`config.mk`:
```
export PLATFORM = sky130hd
export DESIGN_NAME = multiciclo_control_flat
export DESIGN_NICKNAME = d
export VERILOG_FILES = /design/src/rtl/proc_pkg.sv /design/src/rtl/multiciclo_control_if.sv /design/src/rtl/mem_wait_timer.sv /design/src/rtl/multiciclo_control.sv /design/src/flat_wrapper.sv
export SDC_FILE = /design/constraint.sdc
export NUM_CORES = 1
export LEC_CHECK = 0
export BUFFER_PORTS_ARGS = -buffer_cell sky130_fd_sc_hd__clkbuf_2
export CORE_MARGIN = 2
export CORE_UTILIZATION = 40
export CTS_CLUSTER_DIAMETER = 40
export DETAILED_ROUTE_END_ITERATION = 10
export PLACE_DENSITY = 0.79
export SYNTH_ARGS = -nofsm -noshare
export SYNTH_HDL_FRONTEND = slang
export SYNTH_SLANG_ARGS = --single-unit
```
`constraint.sdc`:
```
create_clock -name clock -period 2.3 [get_ports clock]
set_clock_uncertainty 0.15 [all_clocks]
set_input_delay 0.345 -clock clock [delete_from_list [all_inputs] [get_ports clock]]
set_output_delay 0.345 -clock clock [all_outputs]
set_load 0.02 [all_outputs]
```
`src/rtl/proc_pkg.sv`:
```
// Shared encodings for the multi-cycle processor: opcodes, extender/PC/writeback
// selects, ALU ops and the control FSM state type.
package proc_pkg;

  localparam logic [5:0] OP_RALU  = 6'h00;
  localparam logic [5:0] OP_ADDI  = 6'h01;
  localparam logic [5:0] OP_LOAD  = 6'h02;
  localparam logic [5:0] OP_STORE = 6'h03;
  localparam logic [5:0] OP_BEQ   = 6'h04;
  localparam logic [5:0] OP_BNE   = 6'h05;
  localparam logic [5:0] OP_JMP   = 6'h06;
  localparam logic [5:0] OP_JAL   = 6'h07;
  localparam logic [5:0] OP_IN    = 6'h08;
  localparam logic [5:0] OP_OUT   = 6'h09;
  localparam logic [5:0] OP_HALT  = 6'h3F;

  // extender select, also used by the sign-extender itself
  localparam logic [1:0] EXT_J26 = 2'b00;
  localparam logic [1:0] EXT_I14 = 2'b01;
  localparam logic [1:0] EXT_B17 = 2'b10;

  localparam logic [1:0] PC_INC    = 2'b00;
  localparam logic [1:0] PC_BRANCH = 2'b01;
  localparam logic [1:0] PC_JUMP   = 2'b10;

  localparam logic [1:0] WB_ALU  = 2'b00;
  localparam logic [1:0] WB_MEM  = 2'b01;
  localparam logic [1:0] WB_LINK = 2'b10;
  localparam logic [1:0] WB_IN   = 2'b11;

  localparam logic [3:0] ALU_ADD   = 4'd0;
  localparam logic [3:0] ALU_SUB   = 4'd1;
  localparam logic [3:0] ALU_FUNCT = 4'd2;

  typedef enum logic [2:0] {
    S_FETCH, S_DECODE, S_EXEC, S_MEM, S_WB, S_IO, S_HALTED
  } state_t;

  function automatic logic [1:0] ext_for(input logic [5:0] op);
    case (op)
      OP_ADDI, OP_LOAD, OP_STORE: return EXT_I14;
      OP_BEQ, OP_BNE:             return EXT_B17;
      default:                    return EXT_J26;
    endcase
  endfunction

  function automatic logic op_legal(input logic [5:0] op);
    case (op)
      OP_RALU, OP_ADDI, OP_LOAD, OP_STORE, OP_BEQ, OP_BNE,
      OP_JMP, OP_JAL, OP_IN, OP_OUT, OP_HALT: return 1'b1;
      default:                                return 1'b0;
    endcase
  endfunction

endpackage

```
`src/rtl/multiciclo_control_if.sv`:
```
// Control <-> datapath/IO bundle. master = control unit, slave = datapath side.
interface multiciclo_control_if;
  logic [31:0] instr;
  logic        alu_zero;
  logic        mem_ready;
  logic        in_valid;
  logic        out_ready;
  logic        resume;

  logic        imem_req;
  logic        ir_write;
  logic        pc_write;
  logic [1:0]  pc_src;
  logic [1:0]  ext_select;
  logic        alu_src;
  logic [3:0]  alu_op;
  logic        dmem_read;
  logic        dmem_write;
  logic        reg_write;
  logic [1:0]  wb_sel;
  logic        in_ack;
  logic        out_valid;
  logic        halted;
  logic        bus_error;
  logic        illegal;

  modport master (
    input  instr, alu_zero, mem_ready, in_valid, out_ready, resume,
    output imem_req, ir_write, pc_write, pc_src, ext_select, alu_src, alu_op,
           dmem_read, dmem_write, reg_write, wb_sel, in_ack, out_valid,
           halted, bus_error, illegal
  );

  modport slave (
    output instr, alu_zero, mem_ready, in_valid, out_ready, resume,
    input  imem_req, ir_write, pc_write, pc_src, ext_select, alu_src, alu_op,
           dmem_read, dmem_write, reg_write, wb_sel, in_ack, out_valid,
           halted, bus_error, illegal
  );
endinterface

```
`src/rtl/mem_wait_timer.sv`:
```
// Memory wait counter: counts stalled request cycles, flags the last allowed one.
module mem_wait_timer #(
  parameter int WAIT_LIMIT = 16,
  parameter int CNT_W      = 5
) (
  input  logic clock,
  input  logic reset,
  input  logic clr,
  input  logic en,
  output logic timeout
);
  logic [CNT_W-1:0] cnt;

  always_ff @(posedge clock or posedge reset) begin
    if (reset)   cnt <= '0;
    else if (clr) cnt <= '0;
    else if (en)  cnt <= cnt + 1'b1;
  end

  // fires on the stalled cycle that would bring the count to WAIT_LIMIT
  assign timeout = en && !clr && (cnt == CNT_W'(WAIT_LIMIT - 1));
endmodule

```
`src/rtl/multiciclo_control.sv`:
```
// Multi-cycle control FSM: fetch/decode/exec/mem/wb/io sequencing, one instruction at a time.
module multiciclo_control
  import proc_pkg::*;
#(
  parameter int WAIT_LIMIT = 16,
  parameter int CNT_W      = 5
) (
  input  logic                  clock,
  input  logic                  reset,
  multiciclo_control_if.master  bus
);
  state_t     state, state_nx;
  logic       bus_err_q, ill_q;
  logic       set_bus, set_ill, clr_flags;
  logic       waiting, tmo;
  logic [5:0] op;

  assign op      = bus.instr[31:26];
  assign waiting = !reset && (state == S_FETCH || state == S_MEM);

  mem_wait_timer #(.WAIT_LIMIT(WAIT_LIMIT), .CNT_W(CNT_W)) u_timer (
    .clock   (clock),
    .reset   (reset),
    .clr     (!waiting || bus.mem_ready),
    .en      (waiting),
    .timeout (tmo)
  );

  always_ff @(posedge clock or posedge reset) begin
    if (reset) begin
      state     <= S_FETCH;
      bus_err_q <= 1'b0;
      ill_q     <= 1'b0;
    end else begin
      state <= state_nx;
      if (clr_flags) begin
        bus_err_q <= 1'b0;
        ill_q     <= 1'b0;
      end
      if (set_bus) bus_err_q <= 1'b1;
      if (set_ill) ill_q     <= 1'b1;
    end
  end

  assign bus.bus_error = bus_err_q;
  assign bus.illegal   = ill_q;

  always_comb begin
    state_nx       = state;
    set_bus        = 1'b0;
    set_ill        = 1'b0;
    clr_flags      = 1'b0;
    bus.imem_req   = 1'b0;
    bus.ir_write   = 1'b0;
    bus.pc_write   = 1'b0;
    bus.pc_src     = PC_INC;
    bus.ext_select = EXT_J26;
    bus.alu_src    = 1'b0;
    bus.alu_op     = ALU_ADD;
    bus.dmem_read  = 1'b0;
    bus.dmem_write = 1'b0;
    bus.reg_write  = 1'b0;
    bus.wb_sel     = WB_ALU;
    bus.in_ack     = 1'b0;
    bus.out_valid  = 1'b0;
    bus.halted     = 1'b0;
    // outputs stay quiet while reset is held, even though state reads FETCH
    if (!reset) begin
      unique case (state)
        S_FETCH: begin
          bus.imem_req = 1'b1;
          if (bus.mem_ready) begin
            bus.ir_write = 1'b1;
            bus.pc_write = 1'b1;
            state_nx     = S_DECODE;
          end else if (tmo) begin
            set_bus  = 1'b1;
            state_nx = S_HALTED;
          end
        end
        S_DECODE: begin
          bus.ext_select = ext_for(op);
          if (!op_legal(op)) begin
            set_ill  = 1'b1;
            state_nx = S_HALTED;
          end else if (op == OP_HALT) state_nx = S_HALTED;
          else                        state_nx = S_EXEC;
        end
        S_EXEC: begin
          bus.ext_select = ext_for(op);
          state_nx       = S_FETCH;
          case (op)
            OP_RALU: begin bus.alu_op = ALU_FUNCT; state_nx = S_WB; end
            OP_ADDI: begin bus.alu_src = 1'b1; state_nx = S_WB; end
            OP_LOAD, OP_STORE: begin bus.alu_src = 1'b1; state_nx = S_MEM; end
            OP_BEQ, OP_BNE: begin
              bus.alu_op   = ALU_SUB;
              bus.pc_src   = PC_BRANCH;
              bus.pc_write = (op == OP_BEQ) ? bus.alu_zero : !bus.alu_zero;
            end
            OP_JMP, OP_JAL: begin
              bus.pc_write = 1'b1;
              bus.pc_src   = PC_JUMP;
              if (op == OP_JAL) state_nx = S_WB;
            end
            OP_IN, OP_OUT: state_nx = S_IO;
            default: state_nx = S_FETCH;
          endcase
        end
        S_MEM: begin
          bus.ext_select = ext_for(op);
          bus.dmem_read  = (op == OP_LOAD);
          bus.dmem_write = (op == OP_STORE);
          if (bus.mem_ready) state_nx = (op == OP_LOAD) ? S_WB : S_FETCH;
          else if (tmo) begin
            set_bus  = 1'b1;
            state_nx = S_HALTED;
          end
        end
        S_WB: begin
          bus.ext_select = ext_for(op);
          bus.reg_write  = 1'b1;
          bus.wb_sel     = (op == OP_LOAD) ? WB_MEM : (op == OP_JAL) ? WB_LINK : WB_ALU;
          state_nx       = S_FETCH;
        end
        S_IO: begin
          if (op == OP_IN) begin
            bus.wb_sel = WB_IN;
            if (bus.in_valid) begin
              bus.in_ack    = 1'b1;
              bus.reg_write = 1'b1;
              state_nx      = S_FETCH;
            end
          end else begin
            bus.out_valid = 1'b1;
            if (bus.out_ready) state_nx = S_FETCH;
          end
        end
        S_HALTED: begin
          bus.halted = 1'b1;
          if (bus.resume) begin
            clr_flags = 1'b1;
            state_nx  = S_FETCH;
          end
        end
        default: state_nx = S_FETCH;
      endcase
    end
  end
endmodule

```
`src/flat_wrapper.sv`:
```
// flat-port wrapper written by rule: the top's interface ports become plain ports
module multiciclo_control_flat import proc_pkg::*;
#(
  parameter int WAIT_LIMIT = 16,
  parameter int CNT_W      = 5
)
  (clock, reset, bus_instr, bus_alu_zero, bus_mem_ready, bus_in_valid, bus_out_ready, bus_resume, bus_imem_req, bus_ir_write, bus_pc_write, bus_pc_src, bus_ext_select, bus_alu_src, bus_alu_op, bus_dmem_read, bus_dmem_write, bus_reg_write, bus_wb_sel, bus_in_ack, bus_out_valid, bus_halted, bus_bus_error, bus_illegal);
  multiciclo_control_if bus_i ();
  input  logic clock;
  input  logic reset;
  input wire logic [$bits(bus_i.instr)-1:0] bus_instr;
  input wire logic [$bits(bus_i.alu_zero)-1:0] bus_alu_zero;
  input wire logic [$bits(bus_i.mem_ready)-1:0] bus_mem_ready;
  input wire logic [$bits(bus_i.in_valid)-1:0] bus_in_valid;
  input wire logic [$bits(bus_i.out_ready)-1:0] bus_out_ready;
  input wire logic [$bits(bus_i.resume)-1:0] bus_resume;
  output wire logic [$bits(bus_i.imem_req)-1:0] bus_imem_req;
  output wire logic [$bits(bus_i.ir_write)-1:0] bus_ir_write;
  output wire logic [$bits(bus_i.pc_write)-1:0] bus_pc_write;
  output wire logic [$bits(bus_i.pc_src)-1:0] bus_pc_src;
  output wire logic [$bits(bus_i.ext_select)-1:0] bus_ext_select;
  output wire logic [$bits(bus_i.alu_src)-1:0] bus_alu_src;
  output wire logic [$bits(bus_i.alu_op)-1:0] bus_alu_op;
  output wire logic [$bits(bus_i.dmem_read)-1:0] bus_dmem_read;
  output wire logic [$bits(bus_i.dmem_write)-1:0] bus_dmem_write;
  output wire logic [$bits(bus_i.reg_write)-1:0] bus_reg_write;
  output wire logic [$bits(bus_i.wb_sel)-1:0] bus_wb_sel;
  output wire logic [$bits(bus_i.in_ack)-1:0] bus_in_ack;
  output wire logic [$bits(bus_i.out_valid)-1:0] bus_out_valid;
  output wire logic [$bits(bus_i.halted)-1:0] bus_halted;
  output wire logic [$bits(bus_i.bus_error)-1:0] bus_bus_error;
  output wire logic [$bits(bus_i.illegal)-1:0] bus_illegal;
  assign bus_i.instr = bus_instr;
  assign bus_i.alu_zero = bus_alu_zero;
  assign bus_i.mem_ready = bus_mem_ready;
  assign bus_i.in_valid = bus_in_valid;
  assign bus_i.out_ready = bus_out_ready;
  assign bus_i.resume = bus_resume;
  assign bus_imem_req = bus_i.imem_req;
  assign bus_ir_write = bus_i.ir_write;
  assign bus_pc_write = bus_i.pc_write;
  assign bus_pc_src = bus_i.pc_src;
  assign bus_ext_select = bus_i.ext_select;
  assign bus_alu_src = bus_i.alu_src;
  assign bus_alu_op = bus_i.alu_op;
  assign bus_dmem_read = bus_i.dmem_read;
  assign bus_dmem_write = bus_i.dmem_write;
  assign bus_reg_write = bus_i.reg_write;
  assign bus_wb_sel = bus_i.wb_sel;
  assign bus_in_ack = bus_i.in_ack;
  assign bus_out_valid = bus_i.out_valid;
  assign bus_halted = bus_i.halted;
  assign bus_bus_error = bus_i.bus_error;
  assign bus_illegal = bus_i.illegal;
  multiciclo_control #(.WAIT_LIMIT(WAIT_LIMIT), .CNT_W(CNT_W)) u_core (.clock(clock), .reset(reset), .bus(bus_i));
endmodule
```
### Word-level counts from Yosys, hierarchy flattened

Index checks and enable logic that the tools add are counted.

| word-level totals | value |
|---|---|
| bits in registers | 10 |
| latch bits | 0 |
| RAM bits | 0 |
| ROM bits | 0 |
| input port bits | 39 |
| word-level logic and storage cells | 122 |
| memories | 0 |

| cells by class | value |
|---|---|
| add/subtract/negate cells | 1 |
| multiply operators | 0 |
| divide/modulo/power cells | 0 |
| $lt $le $gt $ge | 0 |
| equality and inequality tests | 20 |
| shifts and indexed selects | 0 |
| multiplexer cells | 72 |
| bitwise gates (word level) | 1 |
| reduce and logical (&&, ||, !) cells | 24 |

Operator list:

| kind | number |
|---|---|
| 1-bit 2-to-1 mux | 40 |
| 3-bit 2-to-1 mux | 11 |
| 6-bit by 3-bit == test with 1-bit output, second input constant | 4 |
| 3-bit one-hot mux with 6 select lines | 1 |
| 2-bit 2-to-1 mux | 8 |
| 2-bit one-hot mux with 2 select lines | 4 |
| 6-bit by 2-bit == test with 1-bit output, second input constant | 2 |
| 6-bit by 4-bit == test with 1-bit output, second input constant | 2 |
| 3-bit one-hot mux with 4 select lines | 1 |
| 2-bit OR reduction | 6 |
| 11-bit OR reduction | 1 |
| 5-bit 2-to-1 mux | 2 |
| 3-bit == test, second input constant | 3 |
| 4-bit 2-to-1 mux | 2 |
| 3-bit by 2-bit == test with 1-bit output, second input constant | 2 |
| 6-bit by 1-bit == test with 1-bit output, second input constant | 1 |
| 6-bit == test, second input constant | 1 |
| 6-bit zero test | 1 |
| 1-bit one-hot mux with 2 select lines | 3 |
| 2-bit nonzero test | 3 |
| 5-bit by 1-bit adder with 5-bit output, second input constant | 1 |
| 5-bit by 4-bit == test with 1-bit output, second input constant | 1 |
| 1-bit zero test | 4 |
| 4-bit AND reduction | 1 |
| other kinds (10) | 13 |

### Longest topological paths before layout

| logic depth | value |
|---|---|
| depth after elaboration | 13 |
| depth in mapped cells | 7 |
| depth with buffers taken out | 7 |

### Cells and area by module

Synthesis repeated with hierarchy kept, for this count alone.

| second synthesis, totals | value |
|---|---|
| cells, all modules | 128 |
| area total of the unflattened synthesis | 1007.2 um2 |

Modules (own cells, without submodules):

| module | times used | cells an instance | area each (um2) |
|---|---|---|---|
| multiciclo_control | 1 | 102 | 718.2 |
| mem_wait_timer | 1 | 26 | 289.0 |

### Worst setup path after synthesis

No wires, ideal clock.

| timing path | value |
|---|---|
| path kind | input -> output |
| from | input port bus_instr[29] |
| to | output port bus_dmem_read |
| data arrival time | 1793 ps |
| data required time | 1805 ps |
| slack | 12 ps |
| stages | 4 |
| path buffers | 1 |
| path through | buf_6 or4_4 or3_1 nor3_1 |

| between the ends | value |
|---|---|
| cells in the longest elaborated chain, start to end | 3 |

RTL lines:

| item | line | text |
|---|---|---|
| start: declaration | flat_wrapper.sv:11 | `input wire logic [$bits(bus_i.instr)-1:0] bus_instr;` |
| 6-bit by 2-bit == test with 1-bit output | multiciclo_control.sv:112 | `bus.dmem_read = (op == OP_LOAD);` |
| 1-bit 2-to-1 mux | multiciclo_control.sv:69 | `unique case (state)` |
| 1-bit 2-to-1 mux | multiciclo_control.sv:68 | `if (!reset) begin` |
| end: declaration | flat_wrapper.sv:24 | `output wire logic [$bits(bus_i.dmem_read)-1:0] bus_dmem_read;` |

No other way between the ends.

### Worst setup path after layout

| timing path | value |
|---|---|
| from | register u_core.state[0] |
| to | output port bus_wb_sel[1] |

| between the ends | value |
|---|---|
| cells in the longest elaborated chain, start to end | 3 |
| elaborated cells between the ends (all ways) | 4 |
| classes of those cells | 2 x eq/ne; 2 x mux |

RTL lines:

| item | line | text |
|---|---|---|
| start: declaration | multiciclo_control.sv:12 | `state_t state, state_nx;` |
| start signal: assignment | multiciclo_control.sv:35 | `state <= state_nx;` |
| 3-bit == test, on equally long branches | - |  |
| 2-bit one-hot mux with 2 select lines (*) | multiciclo_control.sv:69 |  |
| 2-bit 2-to-1 mux (*) | multiciclo_control.sv:68 |  |
| end: declaration | flat_wrapper.sv:27 | `output wire logic [$bits(bus_i.wb_sel)-1:0] bus_wb_sel;` |

Every way passes the cells marked *; elsewhere a longest branch is shown, timed or not.

==> results.json <==
{
  "status": "completed",
  "finalNetCount": 193,
  "boundaryPins": 61,
  "critical_path_required_ps": 1800,
  "worstPathArrival_ps": 1690,
  "routabilityCongestion": 0.894,
  "track_usage_pct": 20.0,
  "grt_antenna_before_repair": 0,
  "post_cts_buffers": 0,
  "grt_max_degree": 15,
  "crit_type": "flip-flop to output pin",
  "rsz0062_at_grt": "no",
  "clkSinkCount": 10,
  "hpwl_um": 1830,
  "cts_tree": "yes",
  "holdWs_ps": 235,
  "wl_per_cell_um": 12.9,
  "fp-row-count": 16,
  "drv_slew": 0,
  "synth_area_leader_cell": "dfrtp_1",
  "fin_crit_ps": 2190,
  "cp-end-kind": "output pin",
  "die_w_um": 50.6,
  "hp-class": "input port to flip-flop",
  "clk_latency_ps": 260,
  "multiInputGateArea_um2": 561,
  "ys_types": 40,
  "via_per_inst": 5.50,
  "clk_path_buf_depth": 2,
  "ir_drop_v": 0.000634,
  "avgSynthCellArea_um2": 7.76,
  "synthTopCellsByArea": "dfrtp_1 (29%), nor2_1 (6.5%), nor3_1 (4.6%)",
  "instances_no_fill": 178,
  "grt_pass1_wl_um": 3960,
  "cts_buffers": 3,
  "dieArea_um2": 2560,
  "vias": 979,
  "wirelength_um": 2290,
  "p_per_area_nw_per_um2": 693,
  "p_leak_nw": 0.550,
  "syn-cell-area_um2": 870,
  "rr_startpoint": "u_core.u_timer.cnt[0]",
  "setup_viol": 0,
  "power.total_mw": 0.790,
  "diodes": 0,
  "synth_top_area_share_pct": 28.8,
  "grt_overflow_total": 0,
  "ys.warnings.count": 0,
  "synthCells": 112,
  "firstDrtPassIters": 4,
  "crit_path_start_kind": "flip-flop",
  "clockRootBuffer": "clkbuf_4",
  "placed_area_um2": 1080,
  "initial_core_util_pct": 43.4,
  "timing.fmax_mhz": 457,
  "holdCritStartpoint": "bus_resume",
  "die_h_um": 50.6,
  "grt_pass1_vias": 882,
  "crit_path_max_fanout": 6,
  "io_buffers": 32,
  "core_area_um2": 2000,
  "crit_start": "u_core.state[0]",
  "stdcell_area_um2": 1140,
  "syn2layout_area_growth_pct": 31.2,
  "placed_cells": 173,
  "maxCapViolations": 0,
  "finalCritPeriodShare_pct": 95.2,
  "setup-tns-final_ps": 0,
  "ant_nets": 0,
  "fillCellCount": 194,
  "yosysSeqAreaShare_pct": 28.8,
  "drcViolationCount": 0,
  "cts.htree.levels": 1,
  "drive_above_1_share_pct": 34.4,
  "clk_pin_slew_worst_paths_ps": 60,
  "synth_seq_cells": 10,
  "regArea_um2": 250,
  "finalHoldViolCount": 0,
  "drtIter0Drc": 20
}
## synthesized netlist by cell type
| cell | n |
|---|---|
| a21bo_2 | 1 |
| a22o_1 | 2 |
| a31oi_1 | 3 |
| a41o_2 | 1 |
| and2b_1 | 2 |
| and3_1 | 2 |
| and4b_2 | 1 |
| buf_2 | 1 |
| buf_4 | 3 |
| buf_6 | 1 |
| clkbuf_1 | 3 |
| conb_1 | 1 |
| dfrtp_1 | 10 |
| ha_1 | 2 |
| inv_1 | 6 |
| nand2_1 | 9 |
| nand3_1 | 4 |
| nand3b_1 | 2 |
| nand4_1 | 2 |
| nor2_1 | 15 |
| nor2b_1 | 1 |
| nor3_1 | 8 |
| nor3b_1 | 1 |
| nor4_1 | 2 |
| nor4bb_1 | 2 |
| o211ai_1 | 1 |
| o21a_1 | 1 |
| o21ai_0 | 5 |
| o21ai_1 | 2 |
| o2bb2ai_1 | 2 |
| o31ai_1 | 1 |
| o32ai_1 | 1 |
| or2_1 | 1 |
| or2b_1 | 1 |
| or3_1 | 2 |
| or4_1 | 3 |
| or4_4 | 1 |
| or4b_1 | 1 |
| xnor2_1 | 2 |
| xor2_1 | 3 |
## critical path, cell delays in order, from the launching register on
cell and delay [ps]:
dfrtp_1 440, or4b_4 580, o31ai_1 210, clkbuf_2 200
## area by class of cell
| class | instances | share of cell area (%) |
|---|---|---|
| clock buffers | 4 | 3.18 |
| well taps | 27 | 2.96 |
| inverters | 6 | 1.97 |
| repair buffers | 42 | 20.8 |
| multi-input cells | 89 | 49.1 |
| flip-flops and latches | 10 | 21.9 |
## routing by layer
metal,vias to the layer above,wire [um],GRT usage [%]
met2,32,1140,34.2
li1,485,-,-
met5,-,0,0
met4,0,0,0
met1,462,1020,26.2
met3,0,136,6.55
## final timing paths
kind | to | slack, ps | depth (start not counted)
setup / recovery | bus_wb_sel[1] | 110 | 3
setup reg to reg | u_core.state[2] | 240 | 7
max in group asynchronous | u_core.u_timer.cnt[4] | 1290 | 4
hold reg to reg | u_core.u_timer.cnt[0] | 320 | 1
min in group asynchronous | u_core.state[2] | 570 | 4
hold / removal | u_core.bus.bus_error | 240 | 4
## cell families (layout without fill, tap and decap cells)
group / Yosys count / count (layout) / synth area share, %
XOR/XNOR: 5 / 5 / 5.04
flip-flops: 10 / 10 / 28.8
adder cells (fa/ha/maj): 2 / 2 / 2.88
other: 1 / 2 / 0.431
buffers and inverters: 14 / 52 / 8.34
AND/OR/NAND/NOR: 60 / 60 / 38.3
AO/OA/AOI/OAI: 20 / 20 / 16.3
## report_power, final
part / switching [mW] / internal, mW / total (mW)
logic: 0.222 / 0.170 / 0.392
clock network: 0.0575 / 0.0960 / 0.153
registers: 0.0387 / 0.206 / 0.245
total: 0.318 / 0.472 / 0.790
## cell usage in the layout (no fill, tap or decap), types with 2 or more instances in the layout
cell type	n
nor3_1	7
inv_1	6
nand2_1	9
and3_1	2
nand3_1	4
xnor2_1	2
nand3b_1	2
dfrtp_1	10
o21ai_1	2
or3_1	2
conb_1	2
clkbuf_2	32
nor4_1	2
nand4_1	2
a22o_1	2
xor2_1	3
o21ai_0	5
ha_1	2
nor2_1	15
nor4bb_1	2
or4_1	3
o2bb2ai_1	2
a31oi_1	3
clkbuf_4	3
buf_4	9
## state kept, by name, summed over array words and instances, names as in the netlist
name,cells
u_core.u_timer.cnt,5
u_core.state,3
u_core.bus.illegal,1
u_core.bus.bus_error,1
## per-stage QoR
step	setup slack [ps]	utilization, %
2_1_floorplan	11.6	-
3_3_place_gp	140	54.2
3_5_place_dp	123	54.2
4_1_cts	70.2	56.5
5_1_grt	5.36	57.0
6_report	110	57.0
## timing repair
item,in CTS,in global routing
endpoints found under the setup margin,0,4
gates resized for setup,0,3
hold buffers,1,0
hold endpoints to repair,10,0
Power figures use the tool's default switching activity.
